===== src/rtl/stb_seq_ctrl.sv =====
// stb_seq_ctrl: shares the strobe-timing unit between two requesters.
// Per accepted command: pulse the unit reset, drive STB low then high for the
// programmed lengths, record the high-phase cycle of the first TL/TS rise,
// then issue a one-cycle response.
// Optional: define STB_SEQ_ABORT_EN to add the abort input / rsp_abort output.
module stb_seq_ctrl #(
    parameter int CNT_W = 8
) (
    input  logic             clk,
    input  logic             rst,
    input  logic             req0_valid,
    input  logic [CNT_W-1:0] req0_low,
    input  logic [CNT_W-1:0] req0_high,
    output logic             req0_ready,
    input  logic             req1_valid,
    input  logic [CNT_W-1:0] req1_low,
    input  logic [CNT_W-1:0] req1_high,
    output logic             req1_ready,
    output logic             stb,
    output logic             unit_rst_n,
    input  logic             tl,
    input  logic             ts,
    output logic             rsp_valid,
    output logic             rsp_id,
    output logic             rsp_tl_ok,
    output logic             rsp_ts_ok,
    output logic [CNT_W-1:0] rsp_tl_cyc,
    output logic [CNT_W-1:0] rsp_ts_cyc,
`ifdef STB_SEQ_ABORT_EN
    input  logic             abort,
    output logic             rsp_abort,
`endif
    output logic             busy
);

    localparam logic [CNT_W-1:0] ONE = CNT_W'(1);

    typedef enum logic [2:0] {IDLE, CLR, LOW, HIGH, RESP} state_t;

    typedef struct packed {
        logic [CNT_W-1:0] low;
        logic [CNT_W-1:0] high;
    } cmd_t;

    state_t           state, state_nx;
    cmd_t             cmd_q, cmd_nx;
    logic [CNT_W-1:0] cnt;
    logic             last_grant, tl_d, ts_d;
    logic             grant0, grant1, accept, abort_hit, in_phase;

    // Round-robin between the two requesters; zero lengths promoted to 1
    always_comb begin
        grant0 = req0_valid & (~req1_valid | last_grant);
        grant1 = req1_valid & (~req0_valid | ~last_grant);
        cmd_nx.low  = grant1 ? req1_low  : req0_low;
        cmd_nx.high = grant1 ? req1_high : req0_high;
        if (cmd_nx.low == '0)  cmd_nx.low  = ONE;
        if (cmd_nx.high == '0) cmd_nx.high = ONE;
    end

    assign req0_ready = (state == IDLE) & grant0;
    assign req1_ready = (state == IDLE) & grant1;
    assign accept     = (req0_valid & req0_ready) | (req1_valid & req1_ready);
    assign busy       = (state != IDLE);
    assign in_phase   = (state == CLR) | (state == LOW) | (state == HIGH);

`ifdef STB_SEQ_ABORT_EN
    assign abort_hit = abort & in_phase;
`else
    assign abort_hit = 1'b0;
`endif

    // Next-state logic; abort short-circuits any active phase to RESP
    always_comb begin
        state_nx = state;
        case (state)
            IDLE:    if (accept) state_nx = CLR;
            CLR:     state_nx = LOW;
            LOW:     if (cnt == cmd_q.low - ONE)  state_nx = HIGH;
            HIGH:    if (cnt == cmd_q.high - ONE) state_nx = RESP;
            RESP:    state_nx = IDLE;
            default: state_nx = IDLE;
        endcase
        if (abort_hit) state_nx = RESP;
    end

    // State register
    always_ff @(posedge clk) begin
        if (rst) state <= IDLE;
        else     state <= state_nx;
    end

    // Registered pin drive, phase counter, command latch and edge capture
    always_ff @(posedge clk) begin
        if (rst) begin
            stb        <= 1'b1;
            unit_rst_n <= 1'b1;
            rsp_valid  <= 1'b0;
            rsp_id     <= 1'b0;
            rsp_tl_ok  <= 1'b0;
            rsp_ts_ok  <= 1'b0;
            rsp_tl_cyc <= '0;
            rsp_ts_cyc <= '0;
            last_grant <= 1'b1;
            tl_d       <= 1'b1;
            ts_d       <= 1'b1;
            cnt        <= '0;
            cmd_q      <= '0;
`ifdef STB_SEQ_ABORT_EN
            rsp_abort  <= 1'b0;
`endif
        end else begin
            // Outputs follow the state being entered so they align with it
            stb        <= (state_nx != LOW);
            unit_rst_n <= (state_nx != CLR);
            rsp_valid  <= (state_nx == RESP);
            tl_d       <= tl;
            ts_d       <= ts;
            // cnt restarts at every phase boundary; it doubles as hc in HIGH
            if ((state_nx != state) || !((state == LOW) || (state == HIGH)))
                cnt <= '0;
            else
                cnt <= cnt + ONE;
            if (accept) begin
                cmd_q      <= cmd_nx;
                rsp_id     <= grant1;
                last_grant <= grant1;
                rsp_tl_ok  <= 1'b0;
                rsp_ts_ok  <= 1'b0;
                rsp_tl_cyc <= '0;
                rsp_ts_cyc <= '0;
`ifdef STB_SEQ_ABORT_EN
                rsp_abort  <= 1'b0;
`endif
            end else if (state == HIGH) begin
                // Only the first rise of each signal in the high phase counts
                if (tl & ~tl_d & ~rsp_tl_ok) begin
                    rsp_tl_ok  <= 1'b1;
                    rsp_tl_cyc <= cnt;
                end
                if (ts & ~ts_d & ~rsp_ts_ok) begin
                    rsp_ts_ok  <= 1'b1;
                    rsp_ts_cyc <= cnt;
                end
            end
`ifdef STB_SEQ_ABORT_EN
            if (abort_hit) rsp_abort <= 1'b1;
`endif
        end
    end

endmodule

===== config.mk =====
export PLATFORM = sky130hd
export DESIGN_NAME = stb_seq_ctrl
export DESIGN_NICKNAME = d
export VERILOG_FILES = /design/src/rtl/stb_seq_ctrl.sv
export SDC_FILE = /design/constraint.sdc
export NUM_CORES = 1
export LEC_CHECK = 0
export ABC_AREA = 1
export CAP_MARGIN = 0
export CORE_ASPECT_RATIO = 0.75
export CORE_MARGIN = 4
export CORE_UTILIZATION = 53
export DETAILED_ROUTE_END_ITERATION = 7
export PLACE_DENSITY = 0.8
export SLEW_MARGIN = 20
export SYNTH_ARGS = -nofsm -noshare
export SYNTH_HDL_FRONTEND = slang
export SYNTH_SLANG_ARGS = --single-unit
export TNS_END_PERCENT = 20

===== constraint.sdc =====
create_clock -name clk -period 3.9 [get_ports clk]
set_input_delay 0.39 -clock clk [delete_from_list [all_inputs] [get_ports clk]]
set_output_delay 0.39 -clock clk [all_outputs]
set_load 0.01 [all_outputs]

# Word level (Yosys, flattened, before mapping)
# Index checks and enable logic that the tools add are counted.
[word_totals] regBits=52 elab_cells=66 inputBits=38 output_inout_bits=25
[classes] eq_ne=9 reduce_logical=11 n_addsub=3 muxes=8 bitwise=20
[op_table] op="$mux 8" count=4
[op_table] op="$eq 8x8->1" count=2
[op_table] op="$logic_not 8->1" count=2
[op_table] op="$sub 8x1->8 const B" count=2
[op_table] op="$pmux 3 s4" count=1
[op_table] op="$and 1x1->1" count=10
[op_table] op="$mux 3" count=3
[op_table] op="$add 8x1->8 const B" count=1
[op_table] op="$not 1->1" count=7
[op_table] op="$eq 3x2->1 const B" count=2
[op_table] op="$reduce_and 2->1" count=2
[op_table] op="$reduce_or 2->1" count=2
[op_table] op="$eq 3x1->1 const B" count=1
[op_table] op="$eq 3x3->1 const B" count=1
[op_table] op="$logic_not 3->1" count=1
[op_table] op="$ne 3x1->1 const B" count=1
[op_table] op="$ne 3x2->1 const B" count=1
[op_table] op="$ne 3x3->1" count=1
[op_table] op="$or 1x1->1" count=3
[op_table] op="$reduce_bool 3->1" count=1
[op_table] op="$logic_or 1x1->1" count=2
[op_table] op="$logic_not 1->1" count=1

# Longest topological paths before layout
# Gate-level depths: netlist (run 1).
[logic_depth] word_depth=11 ltp_mapped=15 mapped_depth_nobuf=15

# Worst setup path before layout (run 1)
# OpenSTA, ideal clock, no wires.
[synth_path] path_kind="reg2reg" from="register cmd_q[0] (netlist bit)" to="register state[0]" path_slack_ns=2.334 path_stages_with_launch=13 required_time_ns=3.791 setup_time_ns=0.109 arrival_ns=1.457 path_buffers=0 synth_period_minus_slack_ns=1.566 cell_sequence="dfxtp_1 inv_1 ha_1 xor2_1 nand3_1 inv_1 nand2_1 nor2_2 nand3_2 nand2_2 nand3_1 nand2_1 inv_1"
[synth_via] elab_chain_len=4
[synth_rtl] item="start, declared" line_no="46" source="cmd_t cmd_q, cmd_nx;"
[synth_rtl] item="start signal, assigned" line_no="125" source="cmd_q <= cmd_nx;"
[synth_rtl] item="$sub 8x1->8" line_no="80" source="HIGH: if (cnt == cmd_q.high - ONE) state_nx = RESP;"
[synth_rtl] item="$eq 8x8->1" line_no="80"
[synth_rtl] item="$mux 3" line_no="80"
[synth_rtl] item="$pmux 3 s4" line_no="76" source="case (state)"
[synth_rtl] item="end signal, assigned" line_no="90" source="else state <= state_nx;"
[synth_rtl] item="end, declared" line_no="45" source="state_t state, state_nx;"
# Every way passes these cells.
# A chain may end at the register's enable or synchronous reset.

# Final worst setup path (run 1)
[layout_path] from="input req1_valid" to="output req1_ready"
[layout_via] elab_chain_len=2
[layout_rtl] item="start, declared" line_no="15" source="input logic req1_valid,"
[layout_rtl] item="$and 1x1->1" line_no="54" source="grant1 = req1_valid & (~req0_valid | ~last_grant);"
[layout_rtl] item="$and 1x1->1" line_no="62" source="assign req1_ready = (state == IDLE) & grant1;"
[layout_rtl] item="end, declared" line_no="18" source="output logic req1_ready,"
# Every way passes these cells.

==> qor.yml, run 1 <==
hold_viol_final: 0
antenna-diode-count: 0
drc: 0
drt_iter0_drc: 194
place_area_sq_um: 3656
grt_max_degree: 23
skew_ps: 9.138
yosys.cell_types.count: 38
arrival_ps: 2220
ff2ff_path_depth: 10
r2r-end: "stb"
setup.worst_path.end: "req1_ready"
core_sq_um: 5468
antenna_found_initial: 0
setup_violations: 0
grt_overflow: 0
finalNetCount: 529
slew_viol_final: 0
dieHeight_um: 73.73
clockRootBuffer: "clkbuf_8"
vias_per_cell: 5.012
relSlewSlack: 0.5842
maxCapViolations: 0
dp_slack_ps: 1292
io_buffers: 62
rsz0062_at_grt: "false"
fmax_mhz: 383.5
synth.area.top_cells: "dfxtp_1 (34%), nand2_1 (13%), inv_1 (6.9%)"
setup_slack_ps: 1292
outcome: "completed"
cts_setup_buffers: 0
synth_area_sq_um: 3053
ios: 63
cp_max_fo: 19
ir_drop_mv: 0.2544
fillers: 477
ant_nets: 0
syn_nets: 472
crit_required_ps: 3510
cts-hold-fix-buffers: 0
synth_top_area_share: 0.3410
cts.sinks: 52
power_density_nw_per_um2: 386.2
grt_usage: 0.2063
dieWidth_um: 95.64
postSynthCellCount: 431
crit_path_start_kind: "input pin"
crit_start: "req1_valid"
finish.instance_area_sq_um: 3754
clock_latency_ps: 310
tritoncts.num_buffers: 5
final_cell_mix: "nand2_1 (103), clkdlybuf4s50_1 (62), inv_1 (56)"
post_drt_wl_per_cell_um: 12.06
min_path_type: "flop to flop"
area_growth_pct: 22.95
dieArea_sq_um: 7051
tritoncts: "yes"
hpwl_um: 5412
ff2ff_setup_slack_ps: 2000
leakage_nw: 1.690
avgSynthCellArea_sq_um: 7.083
std_cell_rows: 23
path_clk_slew_ps: 90
first_global_vias: 2701
h-tree-depth: 2
r2r-start: "cmd_q[0]"
min_period_over_period: 0.6686
yosysWarningCount: 0
drt_first_pass_iters: 4
vias: 2827
ys_ff_latch: 52
max_slew.worst_pin.slew_ps: 623.0
cts_buffer_depth: 2
crit_type: "input pin to output port"
ctsResizeCount: 0
crit_path_end_kind: "output port"
start_util: 0.5584
final_common_cell: "nand2_1"
drt-total-wl_um: 6801
yosysSeqAreaShare: 0.3410
gp_congestion: 0.8538
synth_top_cell_by_area: "dfxtp_1"
layout_min_cycle_time_ps: 2608
grt_pass1_wl_um: 11640
tns_ps: 0
drive_gt1_frac: 0.1166
post-route-util: 0.6865
==> worst max-delay path, stage by stage <==
cell and delay (ps):
clkdlybuf4s50_1 760, nand2_4 250, nor2_4 240, clkdlybuf4s50_1 570
==> sequential cells by signal (all words and copies together) (netlist names) <==
| register | count |
|---|---|
| cmd_q | 16 |
| state | 3 |
| ts_d | 1 |
| rsp_tl_cyc | 8 |
| tl_d | 1 |
| rsp_tl_ok | 1 |
| rsp_valid | 1 |
| rsp_id | 1 |
| cnt | 8 |
| stb | 1 |
| rsp_ts_ok | 1 |
| unit_rst_n | 1 |
| rsp_ts_cyc | 8 |
| last_grant | 1 |
==> logic make-up (layout without fill, tap and decap cells) <==
logic type                 Yosys count  count (layout)  share of synthesized area
AOI/OAI and AO/OA                   58              58                     0.1111
xor gates and xnor gates            18              18                    0.05164
adders and majority gates            3               3                    0.01230
buffers and inverters               75             133                     0.1164
DFF                                 52              52                     0.3410
muxes                                6               6                    0.02131
and+or+nand+nor                    219             219                     0.3463
==> metrics by stage <==
stage / instances / hold WS [ps] / total power, mW
floorplan: 431 / 471.6 / 1.018
global placement: 556 / 456.0 / 1.116
detailed placement: 556 / 460.1 / 1.132
CTS: 564 / 476.7 / 1.456
global route: 564 / 515.0 / 1.543
finish: 564 / 479.8 / 1.450
==> worst min path at each step <==
stage               depth (start not counted)      start         to
floorplan                                   2  cmd_q[11]  cmd_q[11]
global placement                            2     rsp_id     rsp_id
detailed placement                          2     rsp_id     rsp_id
CTS                                         2     rsp_id     rsp_id
global route                                2     rsp_id     rsp_id
finish                                      2     rsp_id     rsp_id
==> synthesized netlist by cell type <==
library cell and count:
a21oi_4 1, buf_6 6, nor4_1 2, nand3_1 35, a21oi_1 14, mux2i_1 2, buf_4 2, nand2_2 9
o211ai_1 1, a31oi_1 5, nor3_2 4, a211oi_2 2, ha_1 3, nand3_2 3, nor2_4 2, inv_1 56
nor3_1 12, xor2_1 13, o21ai_0 27, a21oi_2 1, xnor2_1 5, nand2_4 5, mux2_2 4, nor2_1 34
o21ai_2 2, inv_8 1, nand2b_1 1, o21bai_1 1, buf_2 1, inv_2 6, o21ai_1 4, nor2_2 7
nor2_8 2, nand2_1 103, dfxtp_1 52, clkbuf_1 1, clkbuf_2 1, buf_8 1
==> layout make-up <==
type	instances	area, sq um	area share
well taps	75	93.84	0.02500
multi-input cells	304	1657	0.4413
clock inverters	2	15.01	0.004000
clock buffers	6	82.58	0.02200
flip-flops and latches	52	1041	0.2773
repair buffers	62	620.6	0.1653
inverters	63	244.0	0.06500
==> report_power, final <==
part	leakage [nW]	switching [mW]	internal (mW)
clock	0.0434	0.183	0.144
sequential	0.425	0.0413	0.572
combinational	1.22	0.308	0.201
total	1.69	0.532	0.917
==> metal layers <==
layer  up-vias  part of all wire  global-route usage
li1       1483                 -                   -
met1      1280              0.49              0.2807
met2        57              0.45              0.3344
met3         7             0.046             0.03582
met4         0             0.010             0.06309
met5         -                 0                   0
Note: power is estimated with default switching activity, not from simulation.
==> inputs of run 2 (changes only) <==
Settings changed: CORE_UTILIZATION 53 to 47, PLACE_DENSITY 0.8 to 0.75.
Clock period 3.9 ns to 2.1 ns, I/O delays scaled along.
==> run 2 against run 1 <==
Clock skew shrank 2.5 ps. First-iteration DRC count increased by 8.2%. Routed wire length rose by 5.4%. Critical path depth is the same. Clock-buffer cell count up 2. Flip-flop and latch count is the same. Final cell count grew 2.1%. Via count increased by 1.4%. Combinational power increased by 91%. Clock power is 82% higher. Critical endpoint unchanged.
==> qor.yml, run 2 (synthesized netlist as in run 1, its figures left out) <==
outcome: "completed"
final_cell_mix: "nand2_1 (103), clkdlybuf4s50_1 (62), inv_1 (56)"
rsz0062_at_grt: "false"
finish.instance_area_sq_um: 3799  # +1.2%
arrival_ps: 1730  # -490 ps
core_sq_um: 6319  # +16%
h-tree-depth: 2  # unchanged
layout_min_cycle_time_ps: 1943
drt-total-wl_um: 7169  # +5.4%
max_stage_delay_ps: 570  # -190 ps
fillers: 596  # +25%
ctsResizeCount: 0  # unchanged
finalNetCount: 535  # +1.1%
cp_max_fo: 3  # -16
path_delay_family: "buffers and inverters"
slew_viol_final: 0  # unchanged
dieArea_sq_um: 7862  # +12%
vias: 2867  # +1.4%
place_area_sq_um: 3701  # +1.2%
grt_pass1_wl_um: 12460  # +7.1%
switching_share: 0.3638  # -0.003302
crit_chain: "nor3_2, inv_1, nor2_4, clkdlybuf4s50_1"
fmax_mhz: 514.7
cts_buffer_depth: 2  # unchanged
ant_nets: 0  # unchanged
seqPwrFrac: 0.421  # -0.002
leakage_nw: 1.720  # +1.8%
ios: 63  # unchanged
io_buffers: 62  # unchanged
clockRootBuffer: "clkbuf_8"
drt_iter0_drc: 210  # +8.2%
max_slew.worst_pin.slew_ps: 602.3  # -20.70 ps
clock_latency_ps: 310  # about the same
regMostFlops: "cmd_q"
ff2ff_setup_slack_ps: 220  # -1780 ps
power_density_nw_per_um2: 713.2  # +85%
cts.sinks: 52  # unchanged
tritoncts: "yes"
vias_per_cell: 4.977  # -0.70%
dieHeight_um: 77.80  # +5.5%
drive_gt1_frac: 0.1232  # +0.006668
drc: 0  # unchanged
relSlewSlack: 0.5980  # +0.01381
share_comb_of_total_power: 0.359  # +0.008
cp_slowest_cell: "clkdlybuf4s50_1"
dieWidth_um: 101.1  # +5.7%
skew_ps: 6.676  # -2.463 ps
min_period_over_period: 0.9252
area_growth_pct: 24.43
post_drt_wl_per_cell_um: 12.45  # +3.2%
setup_violations: 0  # unchanged
hpwl_um: 5620  # +3.8%
crit_required_ps: 1890  # -1620 ps
critical_path_buf_inv_count: 2  # unchanged
start_util: 0.4832  # -0.07518
pwr-share-clk: 0.220  # -0.006
first_global_vias: 2772  # +2.6%
ir_drop_mv: 0.4771  # +88%
path_clk_slew_ps: 90  # about the same
grt_overflow: 0  # unchanged
tritoncts.num_buffers: 5  # unchanged
final_common_cell: "nand2_1"
gp_congestion: 0.8498  # -0.47%
hold_viol_final: 0  # unchanged
crit_path_end_kind: "output port"
grt_usage: 0.1921  # -0.01411
antenna_found_initial: 0  # unchanged
power.switching_mw: 0.9858  # +85%
maxCapViolations: 0  # unchanged
min_path_type: "input pin to flop"
grt_max_degree: 23  # unchanged
crit_type: "flop to output port"
antenna-diode-count: 0  # unchanged
largest_reg_flops: 16  # unchanged
tns_ps: 0  # unchanged
drt_first_pass_iters: 4  # unchanged
std_cell_rows: 25  # +8.7%
internal_power_mw: 1.724  # +88%
crit_path_start_kind: "flop"
## run 2: cell types whose count changed in the layout (fill, tap and decap cells not counted), sizes merged
cell      previous run  this run
clkbuf               6         8
buf                  0         6
clkinvlp             2         0
## run 2: final timing paths
check | end | cells past startpoint | start
hold reg to reg | rsp_id | 2 | rsp_id
setup / recovery | req1_ready | 4 | state[2]
hold / removal | ts_d | 3 | ts
setup reg to reg | stb | 13 | cmd_q[8]
## run 2: power by group through the flow
| stage | registers (mW) | logic [mW] | clock network [mW] |
|---|---|---|---|
| detailed placement | 1.16 | 0.959 | 0 |
| global placement | 1.16 | 0.940 | 0 |
| floorplan | 1.15 | 0.744 | 0 |
| global route | 1.15 | 1.11 | 0.654 |
| CTS | 1.14 | 0.967 | 0.606 |
| finish | 1.14 | 0.973 | 0.595 |
## run 2: through the flow
| stage | hold slack [ps] | worst slack [ps] | cells | util | total power [mW] |
|---|---|---|---|---|---|
| 2_1_floorplan | 306.1 | 533.9 | 431 | - | 1.891 |
| 3_3_place_gp | 449.2 | 244.8 | 567 | 0.5857 | 2.099 |
| 3_5_place_dp | 456.0 | 184.1 | 567 | 0.5857 | 2.121 |
| 4_1_cts | 447.6 | 65.73 | 575 | 0.6000 | 2.713 |
| 5_1_grt | 469.4 | 33.53 | 576 | 0.6012 | 2.912 |
| 6_report | 451.4 | 157.0 | 576 | 0.6012 | 2.709 |
## run 2: worst register-to-register path, delay by kind of cell (launching register included)
family | cells | cell delay [ps]
DFF | 1 | 360
buffers and inverters | 1 | 140
and+or+nand+nor | 11 | 1000
adders and majority gates | 1 | 240
## run 2: area by class of cell
cell class	instances	area, sq um	area share
Inverter	63	244.0	0.06423
Clock buffer	8	90.09	0.02372
Timing Repair Buffer	68	665.6	0.1752
Tap cell	81	101.3	0.02668
Multi-Input combinational cell	304	1657	0.4361
Sequential cell	52	1041	0.2740
## run 2: per-layer routing
| layer | GRT usage | share of wire | up-vias |
|---|---|---|---|
| met5 | 0 | 0 | - |
| met4 | 0.04648 | 0.0033 | 0 |
| met3 | 0.04492 | 0.070 | 4 |
| met2 | 0.2918 | 0.45 | 80 |
| met1 | 0.2742 | 0.48 | 1295 |
| li1 | - | - | 1488 |
## run 2: repair_timing
action / in CTS / in global routing
endpoints found under the hold margin: 0 / 0
hold buffers: 0 / 0
setup endpoints to repair: 0 / 1
buffers inserted: 0 / 1
==> inputs of run 3 (changes only) <==
Settings changed: CTS_CLUSTER_SIZE from default to 25.
==> results of run 3 <==
Same layout as run 2: the final DEF is identical, and so are final timing and power.
